$ cat src/rtl/led7_scan_driver_if.sv
// Bus between a controller and the multiplexed 7-segment scan driver.
// The controller side uses the master modport and the driver uses the slave modport.
interface led7_scan_driver_if #(
    parameter int N_DIGITS = 4
);
    logic                  on;
    logic                  load;
    logic [4*N_DIGITS-1:0] digits;
    logic                  blank_lz;
    logic [N_DIGITS-1:0]   blink_mask;
    logic [6:0]            seg;
    logic [N_DIGITS-1:0]   an;

    modport master (
        output on, load, digits, blank_lz, blink_mask,
        input  seg, an
    );

    modport slave (
        input  on, load, digits, blank_lz, blink_mask,
        output seg, an
    );
endinterface

$ cat src/rtl/led7_scan_driver.sv
// Time-multiplexed 7-segment driver: a prescaler sets the slot rate, and each slot drives one digit.
// It supports leading-zero blanking and per-digit blinking; seg and an are registered.
module led7_scan_driver #(
    parameter int N_DIGITS    = 4,
    parameter int CLK_DIV     = 50000,
    parameter int BLINK_SLOTS = 256
) (
    input logic clk,
    input logic rst,
    led7_scan_driver_if.slave bus
);
    localparam int PW = $clog2(CLK_DIV);
    localparam int IW = (N_DIGITS > 1) ? $clog2(N_DIGITS) : 1;
    localparam int BW = $clog2(BLINK_SLOTS + 1);

    localparam logic [PW-1:0] PS_MAX  = PW'(CLK_DIV - 1);
    localparam logic [IW-1:0] IDX_MAX = IW'(N_DIGITS - 1);
    localparam logic [BW-1:0] BL_MAX  = BW'(BLINK_SLOTS - 1);

    logic [4*N_DIGITS-1:0] shadow;
    logic [PW-1:0]         presc;
    logic [IW-1:0]         idx;
    logic [BW-1:0]         bcnt;
    logic                  phase;
    logic [6:0]            seg_q;
    logic [N_DIGITS-1:0]   an_q;

    logic                  tick;
    logic [3:0]            cur;
    logic [N_DIGITS-1:0]   upper_zero;
    logic                  zero_run;
    logic                  blank;
    logic [6:0]            glyph;

    function automatic logic [6:0] hex7(input logic [3:0] v);
        case (v)
            4'h0: hex7 = 7'h3F;  4'h1: hex7 = 7'h06;
            4'h2: hex7 = 7'h5B;  4'h3: hex7 = 7'h4F;
            4'h4: hex7 = 7'h66;  4'h5: hex7 = 7'h6D;
            4'h6: hex7 = 7'h7D;  4'h7: hex7 = 7'h07;
            4'h8: hex7 = 7'h7F;  4'h9: hex7 = 7'h6F;
            4'hA: hex7 = 7'h77;  4'hB: hex7 = 7'h7C;
            4'hC: hex7 = 7'h39;  4'hD: hex7 = 7'h5E;
            4'hE: hex7 = 7'h79;  default: hex7 = 7'h71;
        endcase
    endfunction

    assign tick = (presc == PS_MAX);
    assign cur  = shadow[4*idx +: 4];

    // upper_zero[k] is set when digits k through N_DIGITS-1 are all zero.
    always_comb begin
        upper_zero = '0;
        zero_run   = 1'b1;
        for (int k = N_DIGITS - 1; k >= 0; k--) begin
            zero_run      = zero_run & (shadow[4*k +: 4] == 4'h0);
            upper_zero[k] = zero_run;
        end
    end

    assign blank = (bus.blank_lz && (idx != '0) && upper_zero[idx])
                || (phase && bus.blink_mask[idx]);
    assign glyph = blank ? 7'h00 : hex7(cur);

    always_ff @(posedge clk) begin
        if (rst) begin
            shadow <= '0;
            presc  <= '0;
            idx    <= '0;
            bcnt   <= '0;
            phase  <= 1'b0;
            seg_q  <= '0;
            an_q   <= '0;
        end else begin
            if (bus.load)
                shadow <= bus.digits;
            presc <= tick ? '0 : presc + 1'b1;
            if (tick) begin
                idx <= (idx == IDX_MAX) ? '0 : idx + 1'b1;
                if (bcnt == BL_MAX) begin
                    bcnt  <= '0;
                    phase <= ~phase;
                end else begin
                    bcnt <= bcnt + 1'b1;
                end
            end
            // The outputs use the pre-edge index and shadow, which gives one cycle of latency.
            seg_q <= bus.on ? glyph : 7'h00;
            an_q  <= bus.on ? (N_DIGITS'(1) << idx) : '0;
        end
    end

    assign bus.seg = seg_q;
    assign bus.an  = an_q;
endmodule

$ cat src/flat_wrapper.sv
// flat-port wrapper written by rule: the top's interface ports become plain ports
module led7_scan_driver_flat 
#(
    parameter int N_DIGITS    = 4,
    parameter int CLK_DIV     = 50000,
    parameter int BLINK_SLOTS = 256
)
  (clk, rst, bus_on, bus_load, bus_digits, bus_blank_lz, bus_blink_mask, bus_seg, bus_an);
  led7_scan_driver_if #(.N_DIGITS(N_DIGITS)) bus_i ();
  input logic clk;
  input logic rst;
  input wire logic [$bits(bus_i.on)-1:0] bus_on;
  input wire logic [$bits(bus_i.load)-1:0] bus_load;
  input wire logic [$bits(bus_i.digits)-1:0] bus_digits;
  input wire logic [$bits(bus_i.blank_lz)-1:0] bus_blank_lz;
  input wire logic [$bits(bus_i.blink_mask)-1:0] bus_blink_mask;
  output wire logic [$bits(bus_i.seg)-1:0] bus_seg;
  output wire logic [$bits(bus_i.an)-1:0] bus_an;
  assign bus_i.on = bus_on;
  assign bus_i.load = bus_load;
  assign bus_i.digits = bus_digits;
  assign bus_i.blank_lz = bus_blank_lz;
  assign bus_i.blink_mask = bus_blink_mask;
  assign bus_seg = bus_i.seg;
  assign bus_an = bus_i.an;
  led7_scan_driver #(.N_DIGITS(N_DIGITS), .CLK_DIV(CLK_DIV), .BLINK_SLOTS(BLINK_SLOTS)) u_core (.clk(clk), .rst(rst), .bus(bus_i));
endmodule
$ cat config.mk
export PLATFORM = sky130hd
export DESIGN_NAME = led7_scan_driver_flat
export DESIGN_NICKNAME = d
export VERILOG_FILES = /design/src/rtl/led7_scan_driver_if.sv /design/src/rtl/led7_scan_driver.sv /design/src/flat_wrapper.sv
export SDC_FILE = /design/constraint.sdc
export NUM_CORES = 1
export LEC_CHECK = 0
export CAP_MARGIN = 20
export CORE_ASPECT_RATIO = 0.9
export CORE_MARGIN = 4
export CORE_UTILIZATION = 50
export DETAILED_ROUTE_END_ITERATION = 8
export GPL_ROUTABILITY_DRIVEN = 0
export HOLD_SLACK_MARGIN = 0.02
export PLACE_DENSITY = 0.74
export SYNTH_ARGS = -nofsm -noshare
export SYNTH_HDL_FRONTEND = slang
export SYNTH_SLANG_ARGS = --single-unit
export TNS_END_PERCENT = 1
$ cat constraint.sdc
create_clock -name clk -period 2.26 [get_ports clk]
set_input_delay 0.452 -clock clk [delete_from_list [all_inputs] [get_ports clk]]
set_output_delay 0.452 -clock clk [all_outputs]
set_load 0.01 [all_outputs]
### After elaboration in Yosys (flattened, before gate mapping)

Memories as Yosys holds them, arrays and structs flattened. A register that Yosys moved wholly into a read port is not among the register bits.
Cells that the tools add are included.

* bits in registers: 48
* memory bits (read-only): 112
* input bits: 25
* word-level logic and storage cells: 40
* memories: 1

* add/sub/neg operators: 3
* $lt $le $gt $ge: 1
* equality and inequality tests: 3
* shifts and indexed selects: 2
* multiplexer cells: 6
* bitwise logic cells: 5
* reduce and logical (&&, ||, !) cells: 13

Memory list
* (name not given): words 16, bits a word 7, rd ports 1, clocked after Yosys merged registers in 1, write ports 0, RTL line led7_scan_driver.sv:36 `case (v)`

Operators with widths (number)
* 16-bit by 1-bit adder with 16-bit output (second input constant): 1
* 16-bit == test (second input constant): 1
* 4-bit zero test: 4
* 16-bit by 5-bit indexed part select with 4-bit output: 1
* 9-bit by 1-bit adder with 9-bit output (second input constant): 1
* 9-bit by 8-bit == test with 1-bit output (second input constant): 1
* 9-bit 2-to-1 mux: 1
* 1-bit binary-select mux with 2-bit select: 2
* 2-bit OR reduction: 2
* 1-bit by 2-bit left shift with 4-bit output (first input constant): 1
* 1-bit bitwise AND: 3
* 1-bit logical AND: 3
* 2-bit by 3-bit < comparator with 1-bit output (second input constant): 1
* 3-bit OR reduction: 1
* 2-bit by 1-bit adder with 2-bit output (second input constant): 1
* 2-bit == test (second input constant): 1
* 1-bit 2-to-1 mux: 2
* 2-bit 2-to-1 mux: 1
* 1-bit NOT: 2
* 2-bit AND reduction: 1
* 2-bit nonzero test: 1
* 1-bit logical OR: 1

### Logic depth before layout (Yosys ltp)

Gate-level depths: netlist (run 1).

* depth after elaboration: 9
* mapped depth: 8
* mapped depth without buffers: 7

### Worst setup path after synthesis (run 1)

Ideal clock, no wire load.

* path kind: reg2reg
* start point: reg u_core.idx[0]
* end point: reg u_core.seg_q[1], in the netlist u_core.bus.seg[1]
* setup time: 79 ps
* arrival time: 1836 ps
* required time: 2181 ps
* slack: 345 ps
* cell stages (with the launch flop): 8
* cells stage by stage: dfxtp_1 -> buf_6 -> mux4_1 -> inv_1 -> ha_1 -> nor2_1 -> a21oi_1 -> a211oi_2

* cells in the longest elaborated chain, start to end: 5

RTL lines
* start: declaration: RTL line led7_scan_driver.sv:22 `logic [IW-1:0] idx;`
* start signal: assignment: RTL line led7_scan_driver.sv:79 `idx <= (idx == IDX_MAX) ? '0 : idx + 1'b1;`
* 1-bit binary-select mux with 2-bit select (tied with other cells): RTL line led7_scan_driver.sv:61 `assign blank = (bus.blank_lz && (idx != '0) && upper_zero[idx])`
* 1-bit 2-to-1 mux (not written as such) (tied with other cells): RTL line led7_scan_driver.sv:61
* 1-bit logical AND (on tied branches): RTL line led7_scan_driver.sv:61, led7_scan_driver.sv:62
* 1-bit logical OR: RTL line led7_scan_driver.sv:62 `|| (phase && bus.blink_mask[idx]);`
* 3-bit OR reduction (no line)
* end: declaration: RTL line led7_scan_driver.sv:25 `logic [6:0] seg_q;`

Parallel ways exist; a longest one is shown, timed or not. The select of a mux whose other input is x is not followed.
A chain may end at the register's enable or synchronous reset.

### Final worst setup path (run 1)

Ends and elaborated chain as after synthesis.

==> results by group, run 1 <==
Run status
  – Status: complete, no violations

Floorplanning
  – Initial Util: 51.40%
  – IO Pins: 36
  – Die W: 85.25 um
  – Core area: 0.005224 mm^2
  – Die H: 77.52 um
  – FP Rows: 25
  – Die area: 0.006608 mm^2

Detailed routing
  – Antenna viol nets, final: 0
  – Drt total wl: 5.256 mm
  – Starting DRC count in detailed routing: 70
  – DRC Markers: 0
  – Met2 wire len: 2.514 mm
  – Wire length on met1: 2.463 mm
  – Routed wl met3: 217 um
  – Wire per inst: 13.69 um
  – Vias post-DR: 2111
  – Drt via density: 5.497
  – First drt pass iteration count: 4
  – Max layer used: met4

Run
  – Max capacitance violation total: 0

Setup path
  – Type of origin of the critical path: flip-flop
  – Worst setup path endpoint: u_core.bus.seg[1]
  – Crit Path Max Fanout: 5
  – WP data arrival: 2240 ps
  – Worst r2r src: u_core.idx[0]
  – R2R Path End: u_core.bus.seg[1]
  – CP max stage delay: 690 ps
  – Crit path max-delay cell type: mux4_1
  – Crit path capture type: flip-flop
  – CP Cell Sequence: mux4_1, inv_1, ha_1, nor2_1, a21oi_1, a211oi_2
  – Setup Crit Path Kind: flip-flop to flip-flop
  – R2R depth: 6
  – Required @ worst endpoint: 2500 ps
  – Worst reg-to-reg setup slack: 260 ps
  – Worst Setup SP: u_core.idx[0]

CTS
  – # hold bufs at CTS: 0
  – H-tree levels: 2
  – Clock Tree Root: clkbuf_8
  – Clk buf depth: 2
  – CTS sink count: 55
  – CTS tree: built
  – Worst skew pair latency: 310 ps
  – Cts bufs inserted: 5
  – CTS resizes: 0
  – Postcts setup bufs: 0
  – Clk slew on worst S/H paths: 90 ps

Synth
  – Post-synthesis mux area share: 12.77%
  – Largest cells by area after synthesis: dfxtp_1 (41%), mux2i_1 (7.5%), ha_1 (5.1%)
  – Mean Syn Cell Area: 9.590 um^2
  – Largest family of logic cells by synthesized area: simple AND/OR/NAND/NOR gates
  – Mapped Cells: 280
  – Ys async rst share: 0%
  – Count of state elements after synthesis: 55
  – Yosys top cell area share: 41.01%
  – Synth Area in XOR/XNOR: 5.219%
  – Number of synthesized flops with an enable pin: 0
  – Count of cell types in the netlist: 44
  – Compound-gate portion of the synthesized area: 8.527%
  – Adder-cell share of the synthesized area: 5.126%
  – Synth Cell Area: 0.002685 mm^2
  – Yosys synthesis warning count: 0
  – Post-synthesis simple-gate area fraction: 23.30%
  – Yosys top cell by area: dfxtp_1
  – Mapped Nets: 316
  – Top FF cell, synth: dfxtp_1
  – Seq/Total Area, Yosys: 41.01%

Layout
  – Fill cell count: 465
  – Area growth, synth to finish: 18.78%
  – Most frequent cells in the layout: dfxtp_1 (55), clkdlybuf4s50_1 (35), nor2_1 (32)
  – Most common cell after layout, fill and taps aside: dfxtp_1
  – ANT cells: 0
  – Share of cells above drive strength 1: 9.148%
  – Final design area excluding fillers: 0.003189 mm^2
  – Fin nets: 352
  – Final core utilization: 61.05%

Global routing
  – Number of global-route vias before repair: 2052
  – GRT Total Usage: 17.10%
  – Antenna violations before repair: 0
  – Largest net degree at the start of global routing: 31
  – Total grt overflow: 0
  – Global-route wire length before repair: 9.239 mm

Timing
  – Worst Skew: 3.824 ps
  – Period minus WS final: 2002 ps
  – Tightest Pin Transition: 558.6 ps
  – Hold WS: 472.8 ps
  – Fin. Hold Viols: 0
  – Setup TNS: 0 ps
  – Final period utilization: 88.58%
  – Final Setup Violations: 0
  – Max-slew headroom: 62.69%
  – Final Max Slew Viols: 0
  – Fmax: 499.5 MHz
  – RSZ-0062 raised after global routing: no

Placement
  – Port bufs: 35
  – DP HPWL: 3.887 mm
  – Dpl cell area: 0.003108 mm^2

Power
  – Sequential power share: 58.3%
  – Internal power: 1.339 mW
  – Psw: 0.4247 mW
  – Power per cell area: 553.0 mW/mm^2
  – Maximum vdd drop: 0.0003888 V
  – Leak: 1.181 nW
  – Switching Share: 24.08%
  – Combinational Power Share: 11.9%
  – Clk pwr share: 29.8%

Min path
  – HP Class: flip-flop to flip-flop
-- per-layer routing --
layer	vias up	global-route usage (%)
li1	1073	-
met1	1005	21.76
met2	27	28.26
met3	6	5.839
met4	0	3.323
met5	-	0
-- cells in the mapped netlist (2+ instances only) --
cell type	number
nand4_1	6
nand2b_1	3
buf_6	2
or2_2	2
and4bb_2	2
mux2i_1	20
mux4_1	2
a31oi_1	2
a21oi_1	15
xor2_1	6
and4_1	4
ha_1	11
or4_1	2
xnor2_1	10
nand3b_1	4
mux4_2	4
or3_1	5
and3_1	6
nand3_1	9
nor4_1	7
a311oi_1	2
nand2_1	16
buf_2	3
nor3_1	9
a211oi_2	2
nor2_1	32
dfxtp_1	55
o21ai_0	7
clkbuf_1	8
inv_1	10
-- cells by family after synthesis --
kind of cell,count (synthesis)
fa+ha+maj,11
simple gates,112
compound gates,36
buf+inv,24
xor+xnor,16
mux,26
flops,55
-- worst max-delay path: cells and delay by family (launching register included) --
family          cells  cell delay (ps)
mux                 1              690
flops               1              440
fa+ha+maj           1              260
compound gates      2              260
buf+inv             1              180
simple gates        1              100
-- how the worst min path moves through the flow --
stage,from,end,slack [ps],cells after the start
2_1_floorplan,u_core.bcnt[8],u_core.bcnt[8],430,2
6_report,u_core.bcnt[1],u_core.bcnt[1],470,2
5_1_grt,u_core.bcnt[1],u_core.bcnt[1],500,2
4_1_cts,u_core.bcnt[8],u_core.bcnt[8],470,2
3_5_place_dp,u_core.bcnt[8],u_core.bcnt[8],460,2
3_3_place_gp,u_core.bcnt[8],u_core.bcnt[8],450,2
-- sequential cells by signal, summed over array words and instances, names as in the netlist --
| name | cells |
|---|---|
| u_core.bcnt | 9 |
| u_core.bus.an | 4 |
| u_core.idx | 2 |
| u_core.presc | 16 |
| u_core.shadow | 16 |
| u_core.phase | 1 |
| u_core.bus.seg | 7 |
-- power groups by stage --
stage | Combinational, mW | Sequential (mW) | Clock (mW)
6_report | 0.209 | 1.03 | 0.526
3_3_place_gp | 0.208 | 1.05 | 0
5_1_grt | 0.233 | 1.03 | 0.587
2_1_floorplan | 0.124 | 1.05 | 0
3_5_place_dp | 0.211 | 1.05 | 0
4_1_cts | 0.212 | 1.03 | 0.540
-- layout make-up --
cell class	instances	area [um^2]	share of cell area, %
clock inverter	1	5.005	0.1569
inverter	10	37.54	1.177
multi-input combinational	201	1475	46.25
tap	67	83.83	2.628
clock buffer	7	76.32	2.393
sequential	55	1101	34.52
timing repair buffer	43	410.4	12.87
-- metrics by stage --
step / setup slack [ps] / power (mW) / instances
after detailed placement: 197.5 / 1.262 / 376
final: 258.2 / 1.764 / 384
after floorplan: 345.0 / 1.171 / 280
after global routing: 106.0 / 1.855 / 384
after global placement: 222.0 / 1.258 / 376
after CTS: 228.9 / 1.781 / 384
Note: power is estimated with default switching activity, not from simulation.
==> inputs of run 2 (changes only) <==
--- a/config.mk
+++ b/config.mk
@@ -11,2 +11,3 @@
 export CORE_UTILIZATION = 50
+export CTS_CLUSTER_SIZE = 12
 export DETAILED_ROUTE_END_ITERATION = 8
--- a/constraint.sdc
+++ b/constraint.sdc
@@ -3,2 +3,2 @@
 set_output_delay 0.452 -clock clk [all_outputs]
-set_load 0.01 [all_outputs]
+set_load 0.005 [all_outputs]
==> results of run 2 <==
Same layout as run 1 (identical final DEF). Status: complete, no violations.
Main changes from that run: total power 1.764 mW -> 1.760 mW
==> inputs of run 3 (changes only) <==
Settings changed: PLACE_DENSITY 0.74 to 0.8.
==> results by group, run 3 (synthesized netlist as in run 1, its figures left out) <==
Power
  – Power per cell area: 581.4 mW/mm^2 (was 551.9 mW/mm^2)
  – Maximum vdd drop: 0.0003710 V (was 0.0003888 V)
  – Leak: 1.179 nW (was 1.181 nW)
  – PnR Total Power: 1.860 mW (was 1.760 mW)

Detailed routing
  – First drt pass iteration count: 5 (was 4)
  – Vias post-DR: 2068 (was 2111)
  – Antenna viol nets, final: 0 (unchanged)
  – Starting DRC count in detailed routing: 101 (was 70)
  – DRC Markers: 0 (unchanged)
  – Wire per inst: 13.64 um (was 13.69 um)
  – Drt via density: 5.428 (was 5.497)
  – Drt total wl: 5.195 mm (was 5.256 mm)

Timing
  – Final Setup Violations: 0 (unchanged)
  – Setup TNS: 0 ps (unchanged)
  – Worst Skew: 8.611 ps (was 3.824 ps)
  – Fmax: 501.9 MHz (was 499.5 MHz)
  – Tightest Pin Transition: 526.6 ps (was 558.6 ps)
  – Final Max Slew Viols: 0 (unchanged)
  – RSZ-0062 raised after global routing: no (unchanged)
  – Period minus WS final: 1993 ps (was 2002 ps)
  – Fin. Hold Viols: 0 (unchanged)
  – Final period utilization: 88.16% (was 88.58%)
  – Max-slew headroom: 64.83% (was 62.69%)

Floorplanning
  – Initial Util: 51.40% (unchanged)
  – Die area: 0.006608 mm^2 (unchanged)
  – Die H: 77.52 um (unchanged)
  – FP Rows: 25 (unchanged)
  – IO Pins: 36 (unchanged)
  – Die W: 85.25 um (unchanged)
  – Core area: 0.005224 mm^2 (unchanged)

Setup path
  – WP data arrival: 2230 ps (was 2240 ps)
  – Worst r2r src: u_core.idx[0] (unchanged)
  – Type of origin of the critical path: flip-flop (unchanged)
  – R2R depth: 6 (unchanged)
  – Worst reg-to-reg setup slack: 270 ps (was 260 ps)
  – Required @ worst endpoint: 2500 ps (about the same)
  – Setup Crit Path Kind: flip-flop to flip-flop (unchanged)
  – Crit path capture type: flip-flop (unchanged)
  – R2R Path End: u_core.bus.seg[1] (unchanged)
  – Crit Path Max Fanout: 5 (unchanged)

Global routing
  – Number of global-route vias before repair: 1988 (was 2052)
  – Largest net degree at the start of global routing: 31 (unchanged)
  – Total grt overflow: 0 (unchanged)
  – Antenna violations before repair: 0 (unchanged)
  – GRT Total Usage: 16.65% (was 17.10%)
  – Global-route wire length before repair: 9.045 mm (was 9.239 mm)

Min path
  – Worst Hold End: u_core.presc[15] (was u_core.bcnt[1])
  – Worst hold path depth: 2 (unchanged)
  – Hold Crit Start: u_core.presc[15] (was u_core.bcnt[1])
  – HP Class: flip-flop to flip-flop (unchanged)

Placement
  – DP HPWL: 3.812 mm (was 3.887 mm)
  – Port bufs: 35 (unchanged)

CTS
  – CTS resizes: 0 (unchanged)
  – CTS sink count: 55 (unchanged)
  – # hold bufs at CTS: 0 (unchanged)
  – Clock Tree Root: clkbuf_8 (unchanged)
  – Postcts setup bufs: 0 (unchanged)
  – CTS tree: built (unchanged)
  – Clk slew on worst S/H paths: 90 ps (about the same)
  – H-tree levels: 2 (unchanged)
  – Clk buf depth: 2 (unchanged)
  – Cts bufs inserted: 5 (unchanged)
  – Worst skew pair latency: 310 ps (about the same)

Run
  – Max capacitance violation total: 0 (unchanged)

Layout
  – ANT cells: 0 (unchanged)
  – Regs by FF count: u_core.presc x16, u_core.shadow x16, u_core.bcnt x9 (unchanged)
  – Fin nets: 350 (was 352)
  – Share of cells above drive strength 1: 8.917% (was 9.148%)
  – Fill cell count: 446 (was 465)
  – Area growth, synth to finish: 19.15% (was 18.78%)
  – Most frequent cells in the layout: dfxtp_1 (55), clkdlybuf4s50_1 (35), nor2_1 (32) (unchanged)
  – Most common cell after layout, fill and taps aside: dfxtp_1 (unchanged)

Run status
  – Status: complete, no violations (unchanged)
==> run 3: cell count changes in the layout (fill, tap and decap cells not counted) <==
cell	before	now
clkinv_2	1	0
buf_4	8	6
bufinv_16	0	1
clkbuf_1	2	0
clkinvlp_4	0	1
==> run 3: stage by stage <==
| step | util [%] | hold WS (ps) | setup slack [ps] | instances | area (um^2) |
|---|---|---|---|---|---|
| after global placement | 59.21 | 449.4 | 217.3 | 374 | 3093 |
| after CTS | 61.25 | 479.3 | 259.7 | 381 | 3199 |
| after global routing | 61.25 | 505.8 | 81.32 | 381 | 3199 |
| final | 61.25 | 475.0 | 267.5 | 381 | 3199 |
| after detailed placement | 59.21 | 464.6 | 168.5 | 374 | 3093 |
| after floorplan | - | 434.9 | 345.0 | 280 | 2685 |
==> run 3: critical path, cell delays in order (launching register included) <==
cell,delay (ps)
dfxtp_1,430
mux4_1,670
inv_1,170
ha_1,270
nor2_1,120
a21oi_1,60
a211oi_2,210
==> run 3: layer usage <==
metal  wire (um)  vias up  global-route usage [%]
li1            -     1075                       -
met1        2332      948                   19.55
met2        2548       36                   29.43
met3         262        9                   5.520
met4          51        0                   3.481
met5           0        -                       0
==> run 3: how the worst max path moves through the flow <==
stage	start	endpoint	cells past startpoint
floorplan	u_core.idx[0]	u_core.bus.seg[1]	7
global placement	bus_blink_mask[3]	u_core.bus.seg[1]	5
detailed placement	bus_blink_mask[3]	u_core.bus.seg[1]	5
CTS	u_core.idx[0]	u_core.bus.seg[1]	6
global route	u_core.idx[0]	u_core.bus.seg[1]	6
finish	u_core.idx[0]	u_core.bus.seg[1]	6
==> run 3: power breakdown <==
part	switching, mW	internal, mW	leakage [nW]
clock	0.302	0.324	0.0502
sequential	0.0277	1.00	0.449
combinational	0.0858	0.119	0.680
total	0.416	1.44	1.18
==> run 3: cell type report <==
cell class	count	area, um^2	area share, %
multi-input cells	201	1475	46.11
inverters	10	37.54	1.173
clock inverters	2	37.54	1.173
clock buffers	5	68.82	2.151
flip-flops and latches	55	1101	34.42
well taps	67	83.83	2.620
repair buffers	41	395.4	12.36
